**src/rtl/pipeline_ctrl.sv**
```systemverilog
// Hazard and sequencing controller for the 8-bit five-stage pipeline.
// Drives pipeline register enables/flush/bubble and keeps stall/flush counters.
module pipeline_ctrl #(
    parameter int DRAIN_CYCLES = 3,
    parameter int MEM_TIMEOUT  = 15
) (
    input  logic        clk,
    input  logic        rst,
    input  logic [3:0]  id_rs1,
    input  logic [3:0]  id_rs2,
    input  logic        id_uses_rs1,
    input  logic        id_uses_rs2,
    input  logic        id_halt,
    input  logic [3:0]  idex_reg_write_addr,
    input  logic        idex_reg_write_en,
    input  logic        idex_mem_to_reg,
    input  logic        branch_taken,
    input  logic        mem_busy,
    input  logic        resume,
    output logic        pc_en,
    output logic        ifid_en,
    output logic        ifid_flush,
    output logic        idex_en,
    output logic        idex_bubble,
    output logic        exmem_en,
    output logic        memwb_en,
    output logic [2:0]  state,
    output logic        halted,
    output logic        err_timeout,
    output logic [15:0] stall_cnt,
    output logic [7:0]  flush_cnt
);

    typedef enum logic [2:0] {
        S_RUN      = 3'd0,
        S_MEM_WAIT = 3'd1,
        S_DRAIN    = 3'd2,
        S_HALTED   = 3'd3
    } state_t;

    state_t     cur;
    logic [7:0] wait_cnt;
    logic [3:0] drain_cnt;
    logic       lu;
    logic       run_rules;
    logic [8:0] wait_next;

    assign state     = cur;
    assign halted    = (cur == S_HALTED);
    assign wait_next = {1'b0, wait_cnt} + 9'd1;

    // Load-use detect; MEM_WAIT with memory ready behaves exactly like RUN
    always_comb begin
        lu = idex_mem_to_reg & idex_reg_write_en &
             ((id_uses_rs1 & (id_rs1 == idex_reg_write_addr)) |
              (id_uses_rs2 & (id_rs2 == idex_reg_write_addr)));
        run_rules = (cur == S_RUN) | (cur == S_MEM_WAIT);
    end

    // Mealy pipeline controls from current state and hazard inputs
    always_comb begin
        pc_en       = 1'b0;
        ifid_en     = 1'b0;
        ifid_flush  = 1'b0;
        idex_en     = 1'b0;
        idex_bubble = 1'b0;
        exmem_en    = 1'b0;
        memwb_en    = 1'b0;
        if (rst) begin
            ifid_flush  = 1'b1;
            idex_bubble = 1'b1;
        end else if (run_rules) begin
            if (mem_busy) begin
                pc_en = 1'b0;
            end else if (branch_taken) begin
                pc_en       = 1'b1;
                ifid_en     = 1'b1;
                ifid_flush  = 1'b1;
                idex_en     = 1'b1;
                idex_bubble = 1'b1;
                exmem_en    = 1'b1;
                memwb_en    = 1'b1;
            end else if (id_halt) begin
                ifid_en    = 1'b1;
                ifid_flush = 1'b1;
                idex_en    = 1'b1;
                exmem_en   = 1'b1;
                memwb_en   = 1'b1;
            end else if (lu) begin
                idex_en     = 1'b1;
                idex_bubble = 1'b1;
                exmem_en    = 1'b1;
                memwb_en    = 1'b1;
            end else begin
                pc_en    = 1'b1;
                ifid_en  = 1'b1;
                idex_en  = 1'b1;
                exmem_en = 1'b1;
                memwb_en = 1'b1;
            end
        end else if (cur == S_DRAIN && !mem_busy) begin
            idex_en     = 1'b1;
            idex_bubble = 1'b1;
            exmem_en    = 1'b1;
            memwb_en    = 1'b1;
        end
    end

    // State, wait/drain counters, sticky timeout and saturating perf counters
    always_ff @(posedge clk) begin
        if (rst) begin
            cur         <= S_RUN;
            wait_cnt    <= 8'd0;
            drain_cnt   <= 4'd0;
            err_timeout <= 1'b0;
            stall_cnt   <= 16'd0;
            flush_cnt   <= 8'd0;
        end else begin
            unique case (cur)
                S_RUN, S_MEM_WAIT: begin
                    if (mem_busy) begin
                        if (stall_cnt != 16'hFFFF)
                            stall_cnt <= stall_cnt + 16'd1;
                        if (cur == S_RUN) begin
                            cur      <= S_MEM_WAIT;
                            wait_cnt <= 8'd1;
                        end else begin
                            if (wait_cnt != 8'hFF)
                                wait_cnt <= wait_next[7:0];
                            if (wait_next >= 9'(MEM_TIMEOUT)) begin
                                cur         <= S_HALTED;
                                err_timeout <= 1'b1;
                            end
                        end
                    end else begin
                        wait_cnt <= 8'd0;
                        cur      <= S_RUN;
                        if (branch_taken) begin
                            if (flush_cnt != 8'hFF)
                                flush_cnt <= flush_cnt + 8'd1;
                        end else if (id_halt) begin
                            cur       <= S_DRAIN;
                            drain_cnt <= 4'd0;
                        end else if (lu) begin
                            if (stall_cnt != 16'hFFFF)
                                stall_cnt <= stall_cnt + 16'd1;
                        end
                    end
                end
                S_DRAIN: begin
                    if (!mem_busy) begin
                        if (drain_cnt == 4'(DRAIN_CYCLES - 1))
                            cur <= S_HALTED;
                        else
                            drain_cnt <= drain_cnt + 4'd1;
                    end
                end
                S_HALTED: begin
                    if (resume && !err_timeout)
                        cur <= S_RUN;
                end
                default: cur <= S_RUN;
            endcase
        end
    end

endmodule

```
**config.mk**
```make
export PLATFORM = sky130hd
export DESIGN_NAME = pipeline_ctrl
export DESIGN_NICKNAME = d
export VERILOG_FILES = /design/src/rtl/pipeline_ctrl.sv
export SDC_FILE = /design/constraint.sdc
export NUM_CORES = 1
export LEC_CHECK = 0
export BUFFER_PORTS_ARGS = -buffer_cell sky130_fd_sc_hd__buf_2
export CAP_MARGIN = 20
export CORE_MARGIN = 4
export CORE_UTILIZATION = 59
export CTS_CLUSTER_SIZE = 20
export DETAILED_ROUTE_END_ITERATION = 7
export HOLD_SLACK_MARGIN = 0.03
export PLACE_DENSITY = 0.86
export SYNTH_ARGS = -nofsm -noshare
export SYNTH_HDL_FRONTEND = slang
export SYNTH_SLANG_ARGS = --single-unit
```
**constraint.sdc**
```tcl
create_clock -name clk -period 4.9 [get_ports clk]
set_clock_uncertainty 0.2 [all_clocks]
set_input_delay 1.225 -clock clk [delete_from_list [all_inputs] [get_ports clk]]
set_output_delay 1.225 -clock clk [all_outputs]
set_load 0.01 [all_outputs]
```
# == Word-level counts from Yosys, hierarchy flattened ==
# Index checks and enable logic that the tools add are counted.
# op_classes
n_addsub,4
n_lt_le_gt_ge,1
n_eq_ne,20
n_mux,49
n_bitwise,8
reduce_logical,14
# op_table
op,count
$mux 16,5
$mux 1,26
$mux 8,3
$mux 4,5
$mux 3,6
$add 16x1->16 const B,1
$ne 16x16->1 const B,1
$ne 8x8->1 const B,2
$reduce_and 4->1,4
$ne 2x2->1 const B,5
$add 8x1->9 const B,1
$ge 9x4->1 const B,1
$pmux 3 s3,1
$add 8x1->8 const B,1
$eq 4x4->1,2
$ne 2x1->1 const B,4
$pmux 4 s2,1
$eq 3x2->1 const B,2
$reduce_and 6->1,1
$add 4x1->4 const B,1
$and 1x1->1,4
$eq 4x2->1 const B,1
$mux 2,2
$ne 4x4->1 const B,1
10 further kinds,15
# totals
register_bits,40
in_bits,22
out_inout_bits,36
wordCells,102

# == Depth between registers and ports, before layout ==
# logic_depth
word_depth,10
ltp_mapped,7
mapped_depth_nobuf,7

# == Worst setup path after synthesis ==
# OpenSTA, ideal clock, no wires.
# synth_timing
path_kind,in2out
startpoint,in idex_reg_write_addr[0]
endpoint,out idex_bubble
arrival_ps,2285
required_ps,3475
slack_ps,1190
cell_stages,5
path_buffers,0
path_cell_list,xor2_1 > nor3_1 > a22oi_1 > o21a_1 > o31ai_1
# synth_between
elab_chain_cells,10
elab_cells_between_ends,12
classes_between,eq/ne: 2; mux: 6; bitwise: 4
# synth_rtl
element,line_no,source
start: declaration,14,"input logic [3:0] idex_reg_write_addr,"
$eq 4x4->1 (on tied branches),"55, 56",
$and 1x1->1 (on tied branches),"55, 56",
$or 1x1->1 (*),55,((id_uses_rs1 & (id_rs1 == idex_reg_write_addr)) |
$and 1x1->1 (*),54,lu = idex_mem_to_reg & idex_reg_write_en &
$mux 1 (*),89,end else if (lu) begin
$mux 1 (*),83,end else if (id_halt) begin
$mux 1 (*),75,end else if (branch_taken) begin
$mux 1 (*),73,if (mem_busy) begin
$mux 1 (*),72,end else if (run_rules) begin
$mux 1 (*),69,if (rst) begin
end: declaration,24,"output logic idex_bubble,"
# Every way passes the cells marked *; elsewhere a longest branch is shown, timed or not.

# == Worst setup path after layout ==
# Same ends and word-level chain as after synthesis.

==> metrics.md <==
| Metric | Value |
|---|---|
| Status | `completed` |
| Hold Path Class | `reg2reg` |
| Maximum vdd ir drop | `0.223 mV` |
| Post-route design area | `2980 um^2` |
| Post-Syn Area | `2600 um^2` |
| Max cap viols | `0` |
| Drt initial violations | `237` |
| Max Clock Freq | `253 MHz` |
| Hpwl dp | `around 4.7 mm` |
| Syn nets | `365` |
| Post-synth EDFFs | `0` |
| Clock slew at reported path FFs | `80 ps` |
| CTS hold repair buffers | `0` |
| Critical path origin | `idex_reg_write_addr[0]` |
| First-pass GRT wire length | `11.0 mm` |
| Largest cells by area after synthesis | `dfxtp_1, nor2_1, xor2_1, nand3_1, a21oi_1` |
| Row count | `23` |
| Postcts setup bufs | `0` |
| Crit-path leading delay family | `compound AO/OA/AOI/OAI gates` |
| Die span in x | `74.4 um` |
| WP buf/inv | `2` |
| PwrDens | `233 nW/um^2` |
| Layout cells sized above 1 | `0.209` |
| Post-synthesis sequential area ratio | `0.301` |
| Mean post-synth cell area | `7.71 um^2` |
| Cell taking the most area after synthesis | `dfxtp_1` |
| Top post-synthesis cells by count | `nor2_1, dfxtp_1, nand2_1, nand3_1, a21oi_1` |
| CP max FO | `3` |
| Worst hold slack | `between 200 and 300 ps` |
| Fin. Hold Viols | `0` |
| DR WL/cell | `15.4 um` |
| CTS Sinks | `39` |
| Period utilization | `0.805` |
| Final GP Congestion | `between 0.8 and 0.9` |
| Gr usage total | `0.250` |
| Vias in the first global route | `2437` |
| Diode count | `0` |
| Crit path capture type | `output pin` |
| CP max-delay cell | `nor3_1` |
| Detail Route Antenna Nets | `0` |
| Most frequent cell after synthesis | `nor2_1` |
| Top_reg_cell synth | `dfxtp_1` |
| Arrival time of the worst setup path | `2520 ps` |
| RSZ-0062 raised after global routing | `no` |
| Gr ovfl total | `0` |
| First-pass DRT Iterations | `5` |
| Count of buffers from port buffering | `56` |
| Nets | `409` |
| Clock Latency Late Sink | `300 ps` |
| Finish-stage setup viols | `0` |
| Die ar. | `5530 um^2` |
| Vias | `~2800` |
| Vias per cell | `6.37` |
| Required time of the worst setup path | `~3500 ps` |
| Post-CTS Resized | `0` |
| CP Cell Sequence | `buf_2 > xor2_1 > nor3_1 > a22oi_1 > o21a_1 > o31ai_1 > buf_2` |
| Async SR Flop Fraction | `0` |
| Worst-Margin Slew | `roughly 810 ps` |
| Area delta synth->final | `14.6%` |
| DRC viols | `0` |
| Largest net degree at the start of global routing | `45` |
| I/O Pins | `58` |
| DRT Wirelength | `roughly 6.7 mm` |
| Placed cell area | `2860 um^2` |
| Total CTS buffers | `5` |
| Pleak | `1.20 nW` |
| # H-tree levels | `2` |
| Warnings, synthesis | `0` |
| Synth top area share | `0.301` |
| Cells after synthesis | `337` |
| Worst Setup Path Type | `in2out` |
| Initial antenna violation count | `0` |
| Max Slew Vio Count | `0` |
| Core area | `slightly above 4000 um^2` |
| Final min period | `3950 ps` |
| Startpoint types | `input port` |
| Setup TNS | `0 ps` |
| CTS Buffer Depth | `2` |
| Flip-flop and latch count after synthesis | `39` |
| CP max stage delay | `around 320 ps` |
| Slew headroom | `0.451` |
| Root Buffer | `clkbuf_8` |
| Origin of the critical flop-to-flop path | `stall_cnt[2]` |
| Starting Density | `0.631` |
| CTS tree | `built` |
| Die Ht | `74.4 um` |
| Synth unique cells | `60` |
| Hold path start | `err_timeout` |
| Crit path top cell by count | `buf_2` |
==> area by class of cell <==
type	count	area [um^2]
clock buffer	6	82.6
timing repair buffer	59	303
sequential	39	781
tap	50	62.6
inverter	14	52.6
fill	354	1140
clock inverter	2	35.0
multi-input combinational	262	1660
==> final timing paths <==
check,slack (ps),depth (start not counted),to
min,290,2,err_timeout
min reg2reg,290,2,err_timeout
max,950,7,idex_bubble
max reg2reg,2130,5,stall_cnt[0]
==> flip-flops by register name (all words and copies together) (netlist names) <==
name         count
flush_cnt        8
stall_cnt       16
wait_cnt         8
state            2
err_timeout      1
drain_cnt        4
==> kinds of logic after synthesis <==
logic type	synth area share
simple gates	0.310
compound gates	0.190
flops	0.301
buf+inv	0.0597
xor+xnor	0.0674
mux	0.0419
fa+ha+maj	0.0289
other cells	0.00144
==> layout by cell type (no fill, tap or decap), types with 7 or more instances in the layout <==
cell and count:
nand4_1 11, nand3_1 24, buf_2 56, o2111ai_1 7
o21ai_0 10, and3_1 7, a21oi_1 18, dfxtp_1 39
nor2_1 41, nor3_1 11, xor2_1 17, nor2b_1 9
nand2_1 24, inv_1 13
==> tightest hold or removal path, stage by stage (launching register included) <==
cell and delay (ps):
dfxtp_1 320, inv_1 70, a21oi_1 60
==> per-layer routing <==
layer / vias up / GRT usage / wire length (um)
met5: - / 0 / 0
met4: 0 / 0.0850 / 80
met3: 9 / 0.0568 / 665
met2: 137 / 0.406 / 3120
met1: 1287 / 0.329 / 2800
li1: 1319 / - / -
==> power breakdown <==
group          total, mW  internal, mW  leakage [nW]  switching [mW]
registers          0.330         0.321         0.315         0.00910
logic             0.0796        0.0304         0.819          0.0492
clock network      0.285         0.165        0.0612           0.120
==> stage by stage <==
| step | std cells | utilization | total power, mW | worst slack (ps) |
|---|---|---|---|---|
| 4_1_cts | 432 | 0.724 | 0.697 | 954 |
| 2_1_floorplan | 337 | - | 0.387 | 1190 |
| 5_1_grt | 432 | 0.724 | 0.717 | 811 |
| 6_report | 432 | 0.724 | 0.695 | 954 |
| 3_5_place_dp | 424 | 0.695 | 0.417 | 962 |
| 3_3_place_gp | 424 | 0.695 | 0.414 | 994 |
Note: power is estimated with default switching activity, not from simulation.
